`src/rtl/sop_pkg.sv`:
```
// Shared types and sizes for the SOP truth-table scanner.
package sop_pkg;

  typedef enum logic [1:0] {
    IDLE = 2'd0,
    SCAN = 2'd1,
    DONE = 2'd2
  } state_e;

  localparam int VEC_W      = 4;
  localparam int TT_W       = 16;
  localparam int CNT_W      = 5;
  localparam int TMR_W      = 4;
  localparam int SETTLE_MIN = 1;
  localparam int SETTLE_MAX = 15;

  function automatic logic [CNT_W-1:0] popcount(input logic [TT_W-1:0] v);
    logic [CNT_W-1:0] n;
    n = '0;
    for (int i = 0; i < TT_W; i++) begin
      n = n + {{(CNT_W-1){1'b0}}, v[i]};
    end
    return n;
  endfunction

endpackage

```
`src/rtl/sop_truth_scanner_settle_timer.sv`:
```
// Settle counter: counts while enabled, clears on demand, ticks on its last settle cycle.
module settle_timer
  import sop_pkg::*;
#(
  parameter int SETTLE = 2
) (
  input  logic clk,
  input  logic rst,
  input  logic clr_i,
  input  logic en_i,
  output logic tick_o
);

  localparam logic [TMR_W-1:0] LAST = TMR_W'(SETTLE - 1);

  logic [TMR_W-1:0] cnt_q, cnt_d;

  always_comb begin
    cnt_d = cnt_q;
    if (clr_i) begin
      cnt_d = '0;
    end else if (en_i) begin
      cnt_d = cnt_q + TMR_W'(1);
    end
  end

  always_ff @(posedge clk or posedge rst) begin
    if (rst) begin
      cnt_q <= '0;
    end else begin
      cnt_q <= cnt_d;
    end
  end

  assign tick_o = en_i && (cnt_q == LAST);

endmodule

```
`src/rtl/sop_truth_scanner.sv`:
```
// Walks vec through 0..15, samples f_in after SETTLE cycles per vector into a truth table.
// Optional compare against a latched expected mask when TTSCAN_COMPARE_EN is defined.
module sop_truth_scanner
  import sop_pkg::*;
#(
  parameter int SETTLE = 2
) (
  input  logic             clk,
  input  logic             rst,
  input  logic             start_i,
  output logic [VEC_W-1:0] vec_o,
  input  logic             f_in_i,
  output logic             busy_o,
  output logic             done_o,
  output logic [TT_W-1:0]  table_o,
`ifdef TTSCAN_COMPARE_EN
  input  logic [TT_W-1:0]  expected_i,
`endif
  output logic             pass_o,
  output logic [CNT_W-1:0] mismatch_cnt_o
);

  if (SETTLE < SETTLE_MIN || SETTLE > SETTLE_MAX) begin : g_bad_settle
    $error("sop_truth_scanner: SETTLE out of range 1..15");
  end

  state_e           state_q, state_d;
  logic [VEC_W-1:0] vec_q, vec_d;
  logic [TT_W-1:0]  table_q, table_d;
  logic             tmr_clr, tmr_en, tick;
  logic             exp_ld, res_ld, res_clr;

  settle_timer #(.SETTLE(SETTLE)) u_timer (
    .clk    (clk),
    .rst    (rst),
    .clr_i  (tmr_clr),
    .en_i   (tmr_en),
    .tick_o (tick)
  );

  always_comb begin
    state_d = state_q;
    vec_d   = vec_q;
    table_d = table_q;
    tmr_clr = 1'b0;
    tmr_en  = 1'b0;
    exp_ld  = 1'b0;
    res_ld  = 1'b0;
    res_clr = 1'b0;
    unique case (state_q)
      IDLE: begin
        if (start_i) begin
          vec_d   = '0;
          table_d = '0;
          tmr_clr = 1'b1;
          exp_ld  = 1'b1;
          res_clr = 1'b1;
          state_d = SCAN;
        end
      end
      SCAN: begin
        tmr_en = 1'b1;
        if (tick) begin
          table_d[vec_q] = f_in_i;
          tmr_clr        = 1'b1;
          // The last vector leaves vec at 15; it returns to 0 only through DONE.
          if (&vec_q) begin
            res_ld  = 1'b1;
            state_d = DONE;
          end else begin
            vec_d = vec_q + VEC_W'(1);
          end
        end
      end
      DONE: begin
        vec_d   = '0;
        state_d = IDLE;
      end
      default: state_d = IDLE;
    endcase
  end

  always_ff @(posedge clk or posedge rst) begin
    if (rst) begin
      state_q <= IDLE;
      vec_q   <= '0;
      table_q <= '0;
    end else begin
      state_q <= state_d;
      vec_q   <= vec_d;
      table_q <= table_d;
    end
  end

  assign vec_o   = vec_q;
  assign table_o = table_q;
  assign busy_o  = (state_q == SCAN);
  assign done_o  = (state_q == DONE);

`ifdef TTSCAN_COMPARE_EN
  logic [TT_W-1:0]  exp_q;
  logic             pass_q;
  logic [CNT_W-1:0] mm_q;

  // Results come from table_d so they are already valid in the DONE cycle.
  always_ff @(posedge clk or posedge rst) begin
    if (rst) begin
      exp_q  <= '0;
      pass_q <= 1'b0;
      mm_q   <= '0;
    end else begin
      if (exp_ld) begin
        exp_q <= expected_i;
      end
      if (res_clr) begin
        pass_q <= 1'b0;
        mm_q   <= '0;
      end else if (res_ld) begin
        pass_q <= (table_d == exp_q);
        mm_q   <= popcount(table_d ^ exp_q);
      end
    end
  end

  assign pass_o         = pass_q;
  assign mismatch_cnt_o = mm_q;
`else
  logic unused_cmp;
  assign unused_cmp     = ^{exp_ld, res_ld, res_clr};
  assign pass_o         = 1'b0;
  assign mismatch_cnt_o = '0;
`endif

endmodule
```
`config.mk`:
```
export PLATFORM = sky130hd
export DESIGN_NAME = sop_truth_scanner
export DESIGN_NICKNAME = d
export VERILOG_FILES = /design/src/rtl/sop_pkg.sv /design/src/rtl/sop_truth_scanner_settle_timer.sv /design/src/rtl/sop_truth_scanner.sv
export SDC_FILE = /design/constraint.sdc
export NUM_CORES = 1
export LEC_CHECK = 0
export CORE_AREA = 2 2 48 73
export DETAILED_ROUTE_END_ITERATION = 7
export DIE_AREA = 0 0 50 75
export PLACE_DENSITY = 0.91
export SYNTH_ARGS = -nofsm -noshare
export SYNTH_HDL_FRONTEND = slang
export SYNTH_SLANG_ARGS = --single-unit
```
`constraint.sdc`:
```
create_clock -name clk -period 3.2 [get_ports clk]
set_input_delay 0.64 -clock clk [delete_from_list [all_inputs] [get_ports clk]]
set_output_delay 0.64 -clock clk [all_outputs]
set_load 0.03 [all_outputs]
```
==> flow_summary_export.csv, run 1 <==
group,metric,value,unit
outcome,status,"finished clean",
setup_path,cp.arrival,1.93,ns
sta,rsz0062_at_grt,"no",
routing,drc,0,
synthesis,yosysWarningCount,0,
routing,drt_iter0_drc,58,
clock_tree,tritoncts,"yes",
synthesis,synth_ff_type,"dfrtp_1",
sta,tightest_slew,0.990,ns
setup_path,crit_start,"state_q[1]",
sta,setup_viol,0,
power_and_ir_drop,vdd_drop_max,0.568,mV
sta,period_needed,2.57,ns
sta,layout_setup_ws,0.634,ns
clock_tree,cts_made_buffers,3,
synthesis,yosysUniqueCellTypes,50,
layout,syn_to_final_growth,16.2,%
min_path,hold_depth,2,
clock_tree,post_cts_buffers,0,
clock_tree,ctsHtreeMaxLevel,1,
setup_path,worstPathMaxFanout,13,
routing,post_drt_via_cell_ratio,6.24,
global_routing,gr-usage-met3,1.19,%
global_routing,grt.total_usage,21.3,%
sta,worst_hold_slack,0.527,ns
floorplan,rows,25,
synthesis,synth_edf_count,0,
power_and_ir_drop,leakage,0.000770,uW
synthesis,syn_area,1680,um^2
flow_run,cap_violations,0,
placement,hpwl,2670,um
sta,fmax,390,MHz
min_path,min_path_type,"reg2reg",
setup_path,r2r-end,"table_o[3]",
global_routing,use_met2,39.0,%
synthesis,synthCells,168,
min_path,min_to,"table_o[5]",
setup_path,end_kind,"output pin",
global_routing,grt_pass1_vias,1355,
setup_path,regToRegSetupSlack,1.32,ns
placement,dp_slack,0.952,ns
min_path,hp-start,"table_o[5]",
setup_path,ff2ff_path_depth,5,
layout,diodes,0,
setup_path,cp.required,2.56,ns
sta,slew_violations,0,
global_routing,grt_busiest_layer,"met2",
synthesis,avgSynthCellArea,9.99,um^2
sta,min_period_over_period,80.2,%
power_and_ir_drop,p_per_area,1040,nW/um^2
clock_tree,clock-sinks,26,
clock_tree,clk_pin_slew_worst_paths,0.09,ns
floorplan,die_y,75,um
routing,drt-pass1-iter-count,4,
setup_path,start_kind,"register",
setup_path,critPathKind,"reg2out",
routing,drt_wl_total,3760,um
global_routing,grt_max_degree,27,
layout,finalInstanceArea,1950,um^2
sta,hold_viol_final,0,
clock_tree,hold_buffers,0,
floorplan,pin_count,32,
clock_tree,clock_latency,0.27,ns
placement,place_area,1900,um^2
synthesis,ys_async_sr_fraction,100,%
global_routing,grtUsageMet1,25.6,%
floorplan,dieArea,3750,um^2
global_routing,overflow,0,
global_routing,grt_pass1_wl,6240,um
routing,vias,1410,
synthesis,yosys_register_bits,26,
placement,port_buffers,25,
layout,drive_gt1_share,11.8,%
floorplan,initial_utilization,54.2,%
placement,gp_congestion,0.966,
floorplan,die_w,50,um
layout,final_nets,197,
routing,avgRoutedWirePerCell,16.6,um
sta,setup_tns,0,ns
clock_tree,cts_max_path_buffers,2,
synthesis,ys_seq_area_share,38.7,%
clock_tree,cts_resized,0,
setup_path,timing.rr.start,"u_timer.cnt_q[1]",
global_routing,grt_antenna_before_repair,0,
sta,relSlewSlack,33.9,%
sta,clock-skew-final,0.00228,ns
floorplan,core,3100,um^2
clock_tree,cts-root-buf,"clkbuf_8",
routing,ant_nets,0,
## final cells by class
type	instances	area [um^2]
clock buffer	4	55.1
fill	227	1150
multi-input combinational	109	855
sequential	26	651
inverter	20	75.1
timing repair buffer	27	265
tap	40	50.0
## stage by stage
step	total power, uW	utilization (%)	std cells
6_report	2020	63.0	226
5_1_grt	2150	63.0	226
3_3_place_gp	1750	61.2	222
3_5_place_dp	1800	61.2	222
4_1_cts	2020	63.0	226
2_1_floorplan	1470	-	173
## layer usage
metal	vias to the layer above	share of wire (%)
met5	-	0
met4	0	2.0
met3	8	3.2
met2	49	55
met1	716	40
li1	637	-
## flip-flops by register name, summed over array words and instances (netlist names)
signal         count
vec_o              4
state_q            2
table_o           16
u_timer.cnt_q      4
## how the worst max path moves through the flow
stage | end | slack (ns) | depth (start not counted)
2_1_floorplan | done_o | 1.41 | 3
5_1_grt | busy_o | 0.58 | 3
3_5_place_dp | busy_o | 0.95 | 3
3_3_place_gp | busy_o | 0.98 | 3
6_report | busy_o | 0.63 | 3
4_1_cts | busy_o | 0.65 | 3
## worst max-delay path, stage by stage, from the launching register on
cell and delay [ns]:
dfrtp_1 0.45, or2b_4 0.35, inv_2 0.16, clkdlybuf4s50_1 0.69
## Yosys cell counts, types with 4 or more instances
cell type	instances	area [um^2]
buf_4	7	52.6
nor2_1	5	18.8
a211oi_1	4	30.0
dfrtp_1	26	651
a221oi_2	7	105
o22ai_1	7	43.8
nand3_1	9	45.0
ha_1	6	75.1
nand3b_1	8	60.1
nand2_1	7	26.3
inv_1	19	71.3
buf_2	7	35.0
a221o_1	8	80.1
## cell usage in the layout (no fill, tap or decap), types with 2 or more instances in the layout
cell / instances
a211oi_1: 4
a21oi_1: 3
a221o_1: 8
a221oi_2: 7
and3_1: 3
buf_4: 2
clkbuf_8: 4
clkdlybuf4s50_1: 25
conb_1: 6
dfrtp_1: 26
ha_1: 6
inv_1: 19
nand2_1: 7
nand3_1: 9
nand3b_1: 8
nand4_1: 2
nor2_1: 5
nor3_1: 2
nor3_2: 2
o211ai_1: 2
o21ai_0: 2
o22ai_1: 7
## logic make-up (layout without fill, tap and decap cells)
logic type / after synthesis / after routing / synth area share (%)
flops: 26 / 26 / 38.7
fa+ha+maj: 6 / 6 / 4.47
xor+xnor: 2 / 2 / 1.04
compound gates: 45 / 45 / 23.8
simple gates: 50 / 50 / 20.3
other cells: 1 / 6 / 0.223
buf+inv: 38 / 51 / 11.5
## report_power, final
part	switching (uW)	total (uW)	internal [uW]	leakage (uW)
clock	104	214	110	0.0000288
sequential	176	629	454	0.000293
combinational	698	1180	483	0.000447
Power figures use the tool's default switching activity.
==> inputs of run 2 (changes only) <==
--- a/config.mk
+++ b/config.mk
@@ -5,10 +5,10 @@
 export SDC_FILE = /design/constraint.sdc
 export NUM_CORES = 1
 export LEC_CHECK = 0
-export CORE_AREA = 2 2 48 73
+export CORE_AREA = 2 2 52 79
 export DETAILED_ROUTE_END_ITERATION = 7
-export DIE_AREA = 0 0 50 75
-export PLACE_DENSITY = 0.91
+export DIE_AREA = 0 0 54 81
+export PLACE_DENSITY = 0.83
 export SYNTH_ARGS = -nofsm -noshare
 export SYNTH_HDL_FRONTEND = slang
 export SYNTH_SLANG_ARGS = --single-unit
==> constraint.sdc (replaced) <==
create_clock -name clk -period 2.3 [get_ports clk]
set_input_delay 0.46 -clock clk [delete_from_list [all_inputs] [get_ports clk]]
set_output_delay 0.46 -clock clk [all_outputs]
set_load 0.03 [all_outputs]
==> flow_summary_export.csv, run 2 (synthesis results as in run 1) <==
group,metric,value,unit
outcome,status,"finished clean",
power_and_ir_drop,leakage,0.000791,uW
layout,multi_input_area,855,um^2
sta,min_period_over_period,88.8,%
sta,period_needed,2.04,ns
clock_tree,clock_latency,0.28,ns
global_routing,grt_pass1_wl,5870,um
routing,vias,1354,
power_and_ir_drop,p_per_area,1450,nW/um^2
global_routing,overflow,0,
clock_tree,cts-root-buf,"clkbuf_8",
routing,drt_wl_total,3550,um
clock_tree,cts_max_path_buffers,2,
sta,layout_setup_ws,0.259,ns
clock_tree,clock-sinks,26,
sta,slew_violations,0,
sta,fmax,490,MHz
layout,nFillCells,346,
layout,finalInstanceArea,1990,um^2
clock_tree,clk_pin_slew_worst_paths,0.09,ns
floorplan,initial_utilization,44.4,%
layout,syn_to_final_growth,18.7,%
routing,avgRoutedWirePerCell,15.1,um
global_routing,grt_max_degree,27,
global_routing,grt_antenna_before_repair,0,
floorplan,core,3780,um^2
setup_path,cp.required,1.84,ns
sta,rsz0062_at_grt,"no",
floorplan,pin_count,32,
power_and_ir_drop,power,2890,uW
setup_path,timing.rr.start,"u_timer.cnt_q[1]",
setup_path,regToRegSetupSlack,0.48,ns
clock_tree,hold_buffers,0,
sta,setup_tns,0,ns
floorplan,rows,28,
setup_path,ff2ff_path_depth,5,
floorplan,die_w,54,um
placement,gp_congestion,0.806,
flow_run,cap_violations,0,
layout,layout_common_cells,"dfrtp_1 (26), clkdlybuf4s50_1 (24), inv_1 (19)",
layout,seqCellArea,651,um^2
routing,drt-pass1-iter-count,4,
min_path,min_path_type,"in2async",
layout,drive_gt1_share,13.8,%
sta,clock-skew-final,0.00486,ns
layout,largest_reg_flops,16,
clock_tree,post_cts_buffers,0,
routing,ant_nets,0,
routing,post_drt_via_cell_ratio,5.79,
layout,final_nets,200,
global_routing,grt_pass1_vias,1281,
sta,hold_viol_final,0,
setup_path,r2r-end,"table_o[0]",
clock_tree,cts_resized,0,
placement,hpwl,2490,um
setup_path,critPathKind,"reg2out",
floorplan,dieArea,4370,um^2
setup_path,end_kind,"output pin",
setup_path,worstPathMaxFanout,8,
placement,port_buffers,25,
placement,place_area,1920,um^2
global_routing,grt.total_usage,17.7,%
clock_tree,ctsHtreeMaxLevel,1,
placement,dp_slack,0.318,ns
clock_tree,cts_made_buffers,3,
clock_tree,tritoncts,"yes",
routing,drt_iter0_drc,51,
power_and_ir_drop,vdd_drop_max,0.765,mV
floorplan,die_y,81,um
layout,diodes,0,
routing,drc,0,
sta,setup_viol,0,
setup_path,start_kind,"register",
layout,final_common_cell,"dfrtp_1",
setup_path,cp.arrival,1.58,ns
run 2: final cells by class:
cell class / instances / area share (%)
multi-input combinational: 109 / 42.9
inverter: 20 / 3.77
sequential: 26 / 32.6
timing repair buffer: 30 / 14.3
clock buffer: 3 / 2.07
clock inverter: 1 / 1.51
tap: 45 / 2.82
run 2: worst max-delay path, stage by stage, from the launching register on:
cell and delay, ns:
dfrtp_1 0.50, nor2_1 0.13, clkdlybuf4s50_1 0.68
run 2: through the flow:
step,hold WS (ns),utilization [%],cells
floorplan,0.493,-,173
global placement,0.501,50.8,230
detailed placement,0.514,50.8,230
CTS,0.528,52.7,234
global route,0.541,52.7,234
finish,0.521,52.7,234
run 2: where the power goes:
part           leakage, uW  switching [uW]  internal, uW
combinational     0.000461            1020           693
clock            0.0000357             153           233
sequential        0.000293             160           633
total             0.000791            1330          1560
run 2: how the worst max path moves through the flow:
| stage | cells after the start | end | slack, ns | from |
|---|---|---|---|---|
| CTS | 2 | done_o | 0.25 | state_q[0] |
| detailed placement | 4 | table_o[0] | 0.32 | start_i |
| floorplan | 4 | table_o[3] | 0.69 | vec_o[1] |
| global route | 2 | done_o | 0.18 | state_q[0] |
| global placement | 4 | table_o[10] | 0.36 | start_i |
| finish | 2 | done_o | 0.26 | state_q[0] |
run 2: routing by layer:
metal	track usage (%)	routed length, um	part of all wire (%)	vias to the layer above
met3	1.10	111	3.1	12
met1	20.7	1450	41	659
li1	-	-	-	645
met2	32.0	1880	53	38
met4	7.50	106	3.0	0
met5	0	0	0	-
